### src/rtl/kb_pkg.sv
// kb_pkg: shared FSM state type and kb_input bit positions for the keypad scanner
package kb_pkg;
    typedef enum logic [1:0] {SCAN, DEBOUNCE, PRESSED, RELEASE} kb_state_t;
    localparam int KB_PRESSED_BIT = 7;
    localparam int KB_TOGGLE_BIT  = 6;
    localparam int KB_CODE_MSB    = 3;
endpackage

### src/rtl/keypad_sync.sv
// keypad_sync: 2-flop synchroniser bringing the asynchronous matrix rows into clk
// Ports: clk system clock; rst async active-low reset (flops go to all-ones, i.e. no key);
//        i_d raw active-low rows; o_q synchronised rows.
module keypad_sync (
    input  logic       clk,
    input  logic       rst,
    input  logic [3:0] i_d,
    output logic [3:0] o_q
);
    logic [3:0] r_s1;
    logic [3:0] r_s2;
    always_ff @(posedge clk or negedge rst) begin
        if (!rst) begin
            r_s1 <= 4'b1111;
            r_s2 <= 4'b1111;
        end else begin
            r_s1 <= i_d;
            r_s2 <= r_s1;
        end
    end
    assign o_q = r_s2;
endmodule

### src/rtl/keypad_scanner.sv
// keypad_scanner: scans and debounces a 4x4 active-low key matrix into the CPU kb_input byte
// Ports: clk system clock; rst async active-low reset; row_in active-low rows (async);
//        col_out active-low one-cold column drive; kb_input {PRESSED,TOGGLE,00,code};
//        key_event one-cycle pulse per accepted press.
// Build option: KB_LATCH_EN keeps the last key code in kb_input[3:0] after release.
module keypad_scanner
    import kb_pkg::*;
#(
    parameter int SCAN_DIV     = 16,
    parameter int DEBOUNCE_CNT = 1000
) (
    input  logic       clk,
    input  logic       rst,
    input  logic [3:0] row_in,
    output logic [3:0] col_out,
    output logic [7:0] kb_input,
    output logic       key_event
);
    localparam int DW = $clog2(SCAN_DIV);
    localparam int BW = $clog2(DEBOUNCE_CNT);
    logic [3:0]    w_rows;
    logic          w_any;
    logic [1:0]    w_low_row;
    logic          w_row_high;
    logic [1:0]    w_col_nxt;
    kb_state_t     r_state;
    logic [1:0]    r_col;
    logic [3:0]    r_col_out;
    logic [1:0]    r_row;
    logic [DW-1:0] r_dwell;
    logic [BW-1:0] r_deb;
    logic [7:0]    r_kb;
    logic          r_key_event;
    keypad_sync u_sync (
        .clk (clk),
        .rst (rst),
        .i_d (row_in),
        .o_q (w_rows)
    );
    assign w_any      = ~&w_rows;
    assign w_low_row  = !w_rows[0] ? 2'd0 : !w_rows[1] ? 2'd1 : !w_rows[2] ? 2'd2 : 2'd3;
    assign w_row_high = w_rows[r_row];
    assign w_col_nxt  = r_col + 2'd1;
    // The column drive is kept as its own register so col_out is a flop output.
    always_ff @(posedge clk or negedge rst) begin
        if (!rst) begin
            r_state     <= SCAN;
            r_col       <= 2'd0;
            r_col_out   <= 4'b1110;
            r_row       <= 2'd0;
            r_dwell     <= '0;
            r_deb       <= '0;
            r_kb        <= 8'h00;
            r_key_event <= 1'b0;
        end else begin
            r_key_event <= 1'b0;
            case (r_state)
                SCAN: begin
                    if (r_dwell == DW'(SCAN_DIV - 1)) begin
                        r_dwell <= '0;
                        if (w_any) begin
                            r_row   <= w_low_row;
                            r_deb   <= '0;
                            r_state <= DEBOUNCE;
                        end else begin
                            r_col     <= w_col_nxt;
                            r_col_out <= ~(4'b0001 << w_col_nxt);
                        end
                    end else begin
                        r_dwell <= r_dwell + 1'b1;
                    end
                end
                DEBOUNCE: begin
                    if (w_row_high) begin
                        r_state   <= SCAN;
                        r_deb     <= '0;
                        r_dwell   <= '0;
                        r_col     <= w_col_nxt;
                        r_col_out <= ~(4'b0001 << w_col_nxt);
                    end else if (r_deb == BW'(DEBOUNCE_CNT - 1)) begin
                        r_state                  <= PRESSED;
                        r_kb[KB_PRESSED_BIT]     <= 1'b1;
                        r_kb[KB_TOGGLE_BIT]      <= ~r_kb[KB_TOGGLE_BIT];
                        r_kb[KB_CODE_MSB:0]      <= {r_row, r_col};
                        r_key_event              <= 1'b1;
                    end else begin
                        r_deb <= r_deb + 1'b1;
                    end
                end
                PRESSED: begin
                    if (w_row_high) begin
                        r_deb   <= '0;
                        r_state <= RELEASE;
                    end
                end
                RELEASE: begin
                    if (!w_row_high) begin
                        r_deb   <= '0;
                        r_state <= PRESSED;
                    end else if (r_deb == BW'(DEBOUNCE_CNT - 1)) begin
                        r_state              <= SCAN;
                        r_deb                <= '0;
                        r_dwell              <= '0;
                        r_kb[KB_PRESSED_BIT] <= 1'b0;
`ifndef KB_LATCH_EN
                        r_kb[KB_CODE_MSB:0]  <= '0;
`endif
                        r_col                <= w_col_nxt;
                        r_col_out            <= ~(4'b0001 << w_col_nxt);
                    end else begin
                        r_deb <= r_deb + 1'b1;
                    end
                end
                default: r_state <= SCAN;
            endcase
        end
    end
    assign col_out   = r_col_out;
    assign kb_input  = r_kb;
    assign key_event = r_key_event;
endmodule

### config.mk
export PLATFORM = sky130hd
export DESIGN_NAME = keypad_scanner
export DESIGN_NICKNAME = d
export VERILOG_FILES = /design/src/rtl/kb_pkg.sv /design/src/rtl/keypad_sync.sv /design/src/rtl/keypad_scanner.sv
export SDC_FILE = /design/constraint.sdc
export NUM_CORES = 1
export LEC_CHECK = 0
export ABC_AREA = 1
export CORE_ASPECT_RATIO = 0.7
export CORE_MARGIN = 2
export CORE_UTILIZATION = 46
export DETAILED_ROUTE_END_ITERATION = 10
export GPL_TIMING_DRIVEN = 1
export PLACE_DENSITY = 0.76
export SYNTH_ARGS = -nofsm -noshare
export SYNTH_HDL_FRONTEND = slang
export SYNTH_SLANG_ARGS = --single-unit
### constraint.sdc
create_clock -name clk -period 1.7 [get_ports clk]
set_input_delay 0.34 -clock clk [delete_from_list [all_inputs] [get_ports clk]]
set_output_delay 0.34 -clock clk [all_outputs]
set_load 0.01 [all_outputs]
Yosys cells after proc, flatten, opt, wreduce, memory -nomap -nowiden
Cells that the tools add are included.
{ "totals": {"reg_bits": 39, "in_bits": 6, "output_inout_bits": 13, "wordCells": 98} }
{ "op_classes": {"n_addsub": 3, "magnitude_cmp": 1, "eq_ne": 17, "shift": 1, "muxes": 49, "bitwise": 4, "reduce_logical": 11} }
{ "ops": {"columns": ["op", "count"], "rows": [
  ["$mux 10", 7],
  ["$mux 4", 11],
  ["$pmux 10 s4", 1],
  ["$mux 2", 16],
  ["$pmux 4 s3", 2],
  ["$ne 2x2->1 const B", 9],
  ["$reduce_and 4->1", 3],
  ["$add 10x1->10 const B", 1],
  ["$eq 10x10->1 const B", 1],
  ["$reduce_and 5->1", 2],
  ["$ne 3x3->1 const B", 3],
  ["$pmux 2 s4", 1],
  ["$pmux 4 s2", 1],
  ["$mux 1", 7],
  ["$pmux 2 s3", 1],
  ["$reduce_and 3->1", 2],
  ["$reduce_and 6->1", 1],
  ["$add 4x1->4 const B", 1],
  ["$eq 2x2->1 const B", 2],
  ["$eq 4x4->1 const B", 1],
  ["$not 4->4", 1],
  ["$shl 1x2->4 const A", 1],
  ["$lt 2x3->1 const B", 1],
  ["$not 1->1", 3],
  ["other kinds (7)", 7]
]} }

Depth between registers and ports, before layout
{ "logic_depth": {"depth_word": 6, "ltp_mapped": 11, "ltp_nobuf": 11} }

Modules after synthesis
Synthesis repeated with hierarchy kept, for this count alone.
{ "unflattened": {"hier_cells": 256, "hier_area_um2": 2080.7} }
{ "by_module_without_submodules": {"columns": ["mod", "n_inst", "cells_each", "area_per_inst_um2", "seq_area_each_um2"], "rows": [
  ["keypad_scanner", 1, 248, 1870.5, 779.5],
  ["keypad_sync", 1, 8, 210.2, 210.2]
]} }

Worst setup path after synthesis
No wires, ideal clock.
{ "synth_timing": {"path_type": "reg2reg", "startpoint": "reg r_deb[0]", "endpoint": "reg r_col_out[0], in the netlist col_out[0]", "setup_ps": 117, "t_arrival_ps": 1374, "required_time_ps": 1583, "path_slack_ps": 209, "stages_incl_launch_ff": 10, "n_path_buf": 1, "period_less_slack_ps": 1491, "path_cell_list": "dfrtp_1 > ha_1 > nand2_1 > inv_1 > nand3_4 > o21ai_4 > nand3_2 > buf_6 > nand2_2 > o21ai_2"} }
{ "synth_via": {"elab_chain_cells": 3} }
{ "synth_rtl": {"columns": ["item", "line", "text"], "rows": [
  ["start, declared", "keypad_scanner.sv:31", "logic [BW-1:0] r_deb;"],
  ["start signal, assigned", "keypad_scanner.sv:87", "r_deb <= r_deb + 1'b1;"],
  ["start signal, assigned", "keypad_scanner.sv:111", "r_deb <= r_deb + 1'b1;"],
  ["$eq 10x10->1", "keypad_scanner.sv:100", "end else if (r_deb == BW'(DEBOUNCE_CNT - 1)) begin"],
  ["$ne 2x2->1 (no line)", null, null],
  ["$reduce_and 6->1 (no line)", null, null],
  ["end signal, assigned", "keypad_scanner.sv:67", "r_col_out <= ~(4'b0001 << w_col_nxt);"],
  ["end signal, assigned", "keypad_scanner.sv:79", "r_col_out <= ~(4'b0001 << w_col_nxt);"],
  ["end signal, assigned", "keypad_scanner.sv:109", "r_col_out <= ~(4'b0001 << w_col_nxt);"],
  ["end, declared", "keypad_scanner.sv:28", "logic [3:0] r_col_out;"]
]} }
Every way passes these cells.
A chain may end at the register's enable or synchronous reset.

Worst setup path after layout
{ "layout_timing": {"startpoint": "reg r_deb[1]", "endpoint": "reg r_deb[3]"} }
{ "layout_via": {"elab_chain_cells": 4, "elab_cells_between_ends": 9, "cone_classes": "1 x add/sub; 2 x eq/ne; 5 x mux; 1 x reduce/logical"} }
{ "layout_rtl": {"columns": ["item", "line", "text"], "rows": [
  ["$add 10x1->10 or $eq 10x10->1 (tied branches)", null, null],
  ["$mux 10, on equally long branches", "keypad_scanner.sv:100, keypad_scanner.sv:80", null],
  ["$mux 10, on equally long branches", "keypad_scanner.sv:97, keypad_scanner.sv:74", null],
  ["$pmux 10 s4", "keypad_scanner.sv:57", "case (r_state)"]
]} }
Several ways; a longest one is shown, not always the timed one. The select of a mux whose other input is x is not followed.

==> summary.md <==
Setup repair after global routing could not meet its margin everywhere. For this block, the routed nets add up to 3980 µm of wire. Power after layout: 3.06 mW. The worst setup path is launched from a flop. The die footprint is 5010 µm², and the overall die height is 59.8 µm.

In this run the worst hold path is classified as in -> async. The tools report the worst IR drop on VDD as 0.000740 V. The H-tree was split into 2 levels.

Entering global routing, the biggest net connects 22 pins. Of the synthesized area, sequential elements account for 48.3%. Reg-to-reg critical path endpoint: r_deb[3]$_DFFE_PN0P_. The number of filler cells placed in the layout was 402; the worst setup slack after layout was 0.0956 ns. For the hold buffer count at cts, the log shows 0. The number of cells produced by synthesis was 239. The routed via count divided by cell count was 5.05. The core occupancy in the finished layout came out at 58.0%.

The total leakage power was 1.21 nW; the worst-case register-to-register setup slack was 0.1 ns. Final setup skew: 0.00771 ns. For this design the top-level I/O count stands at 19.

The count of final hold-check violations came out at 0. The via count of the first global-routing pass is 1,615. The global-route congestion overflow total was 0; the total standard cell area after synthesis was 2050 µm². Routability-driven placement finished with a final weighted congestion of 0.855. For the finished layout, the period the worst path requires is 1.60 ns. In this run the cell area measured after placement is 2320 µm². The tools report the reg-to-reg startpoint as r_deb[1]$_DFFE_PN0P_.

The tool flagged a number of max-cap violations equal to 0. After synthesis, the mean cell area works out to 8.56 µm². Setup violations remaining at the end of the flow were counted as 0. For the antenna violation net count after detailed routing, the log shows 0. Timing analysis after detailed placement gives a worst setup slack of 0.00967 ns. For this run, the detailed router's first-pass iteration total came to 4. Hold is met by 0.00331 ns.

The number of I/O port buffers works out to 16. Data on the critical path is required at its endpoint by 1.86 ns. The tools report the initial antenna violation count as 0. 0 antenna diodes ended up in the layout.

The run gives 7220 µm as the first-pass GRT wire length. The critical path in this run is classified as reg -> reg. The ratio of total power to cell area is 1230 nW/µm². The logs give 32 for the count of different cell masters after synthesis and 2 for the worst-case clock buffer depth.

Relative to the synthesized area, the layout overhead comes to 21.9%. The placeable core region was 4300 µm². The flow ran to the end, and the final reports show no timing, DRC or antenna violations.

Timing-limited maximum frequency: 0.623 GHz. The Yosys step of the flow raised 2 warnings. The number of placed instances, taps included, is 316. The total global-route track usage came out at 18.2%.

The logs give 0 ns for the final-layout setup total negative slack and 2900 µm for the detailed placer's ending HPWL. The final layout contains 286 nets. The tree is rooted in a sky130_fd_sc_hd__clkbuf_8. The logs give 47.6% for the starting utilization of the core area and 0 for the max-slew violation count. In the final routed layout, each cell accounts on average for 12.1 µm. For the worst flop-to-flop path, the logic depth is 10.

For the arrival time at the worst endpoint, the log shows 1.77 ns. The post-route netlist has 25.5% of its cells at a drive strength greater than 1. The clock insertion delay at the later pin of the skew report was 0.29 ns; the maximum fanout count along the critical path was 8. The number of standard-cell rows in the floorplan came out at 20.

The run gives 1,668 as the vias after detailed routing. TritonCTS built the clock tree. Clock tree synthesis inserted a total of 5 buffers. The finished cells cover 2500 µm².

Clock tree synthesis found a total of 39 sinks. Clock-pin slew was measured on the worst setup and hold paths at 0.07 ns. For this run, the number of standard cells in the final layout without fillers is 330. The die is 83.7 µm wide.

The first routing iteration left 80 violations. The worst setup path is captured at a flop. The period utilization came out at 94.4%. Synthesized flop and latch total: 39. The remaining routing DRC violations is 0.
worst max path at each step:
| stage | from | end | slack, ns | depth (start not counted) |
|---|---|---|---|---|
| after floorplan | r_deb[0]$_DFFE_PN0P_ | col_out[0]$_DFFE_PN0P_ | 0.21 | 9 |
| after global placement | u_sync.o_q[1]$_DFF_PN1_ | col_out[0]$_DFFE_PN0P_ | 0.08 | 7 |
| after detailed placement | r_deb[1]$_DFFE_PN0P_ | col_out[0]$_DFFE_PN0P_ | 0.01 | 8 |
| after CTS | col_out[2]$_DFFE_PN1P_ | col_out[2] | 0.006 | 1 |
| after global routing | u_sync.o_q[1]$_DFF_PN1_ | r_deb[5]$_DFFE_PN0P_ | -0.04 | 9 |
| final | r_deb[1]$_DFFE_PN0P_ | r_deb[3]$_DFFE_PN0P_ | 0.1 | 10 |
timing repair:
item                                    in CTS  in global routing
setup buffers                                0                  6
pin swaps                                    0                  4
resized for setup                            3                 12
endpoints found under the setup margin       3                 21
layout make-up:
type	count	area (µm²)	area share [%]
well taps	55	68.8	2.76
clock inverters	1	5.00	0.201
flip-flops and latches	39	990	39.6
repair buffers	31	280	11.2
inverters	26	100	4.01
multi-input cells	171	966	38.7
clock buffers	7	86.3	3.46
synthesized netlist by cell type, drive strengths merged:
| library cell | number | area, µm² |
|---|---|---|
| dfstp | 11 | 289 |
| nand2 | 82 | 333 |
| xor2 | 4 | 35.0 |
| conb | 1 | 3.75 |
| ha | 6 | 75.1 |
| buf | 4 | 37.5 |
| o21ai | 16 | 110 |
| nor2 | 17 | 88.8 |
| nor4 | 1 | 6.26 |
| a21oi | 2 | 21.3 |
| nand3 | 27 | 158 |
| and2 | 1 | 6.26 |
| o21a | 1 | 7.51 |
| inv | 26 | 100 |
| a31oi | 2 | 12.5 |
| dfrtp | 28 | 701 |
| nand4 | 6 | 37.5 |
| o211ai | 2 | 15.0 |
| nor3 | 2 | 10.0 |
flip-flops by register name, indices dropped and copies added, names as in the netlist, named ones only:
signal	count
r_col	2
u_sync.o_q	4
u_sync.r_s1	4
r_row	2
r_dwell	4
key_event	1
kb_input	6
r_deb	10
r_state	1
col_out	4
logic make-up after synthesis:
kind of cell,Yosys count,share of synthesized area (%)
other cells,1,0.183
xor+xnor,4,1.71
fa+ha+maj,6,3.67
simple gates,136,31.2
compound gates,23,8.13
buf+inv,30,6.72
flops,39,48.3
routing by layer:
| layer | vias up | share of wire, % | global-route usage (%) |
|---|---|---|---|
| li1 | 839 | - | - |
| met1 | 787 | 51 | 25.7 |
| met2 | 40 | 43 | 28.6 |
| met3 | 2 | 4.9 | 4.70 |
| met4 | 0 | 0.53 | 4.38 |
| met5 | - | 0 | 0 |
critical path: stages, from the launching register on:
cell and delay (ns):
sky130_fd_sc_hd__dfrtp_1 0.40, sky130_fd_sc_hd__ha_2 0.20, sky130_fd_sc_hd__nand2_2 0.08, sky130_fd_sc_hd__inv_2 0.09, sky130_fd_sc_hd__nand2_1 0.07, sky130_fd_sc_hd__nor2_2 0.13, sky130_fd_sc_hd__nand3_2 0.15, sky130_fd_sc_hd__nand2_4 0.16
sky130_fd_sc_hd__inv_4 0.07, sky130_fd_sc_hd__nand2_1 0.07, sky130_fd_sc_hd__o21ai_1 0.07
where the power goes:
group          leakage (nW)  switching, mW  internal [mW]
combinational         0.669          0.662          0.458
sequential            0.491          0.177           1.13
clock                0.0482          0.307          0.327
layout by cell type (no fill, tap or decap), drive strengths merged:
master,synthesis,final
clkbuf,0,7
o21a,1,1
dfrtp,28,28
clkdlybuf4s50,0,12
nor3,2,2
a31oi,2,2
conb,1,2
inv,26,26
clkinv,0,1
nor4,1,1
dlygate4sd2,0,2
nand2,82,82
a21oi,2,2
ha,6,6
o21ai,16,16
nand3,27,27
nor2,17,17
dfstp,11,11
buf,4,16
and2,1,1
xor2,4,4
dlymetal6s2s,0,1
o211ai,2,2
nand4,6,6
(Power assumes the default switching activity.)
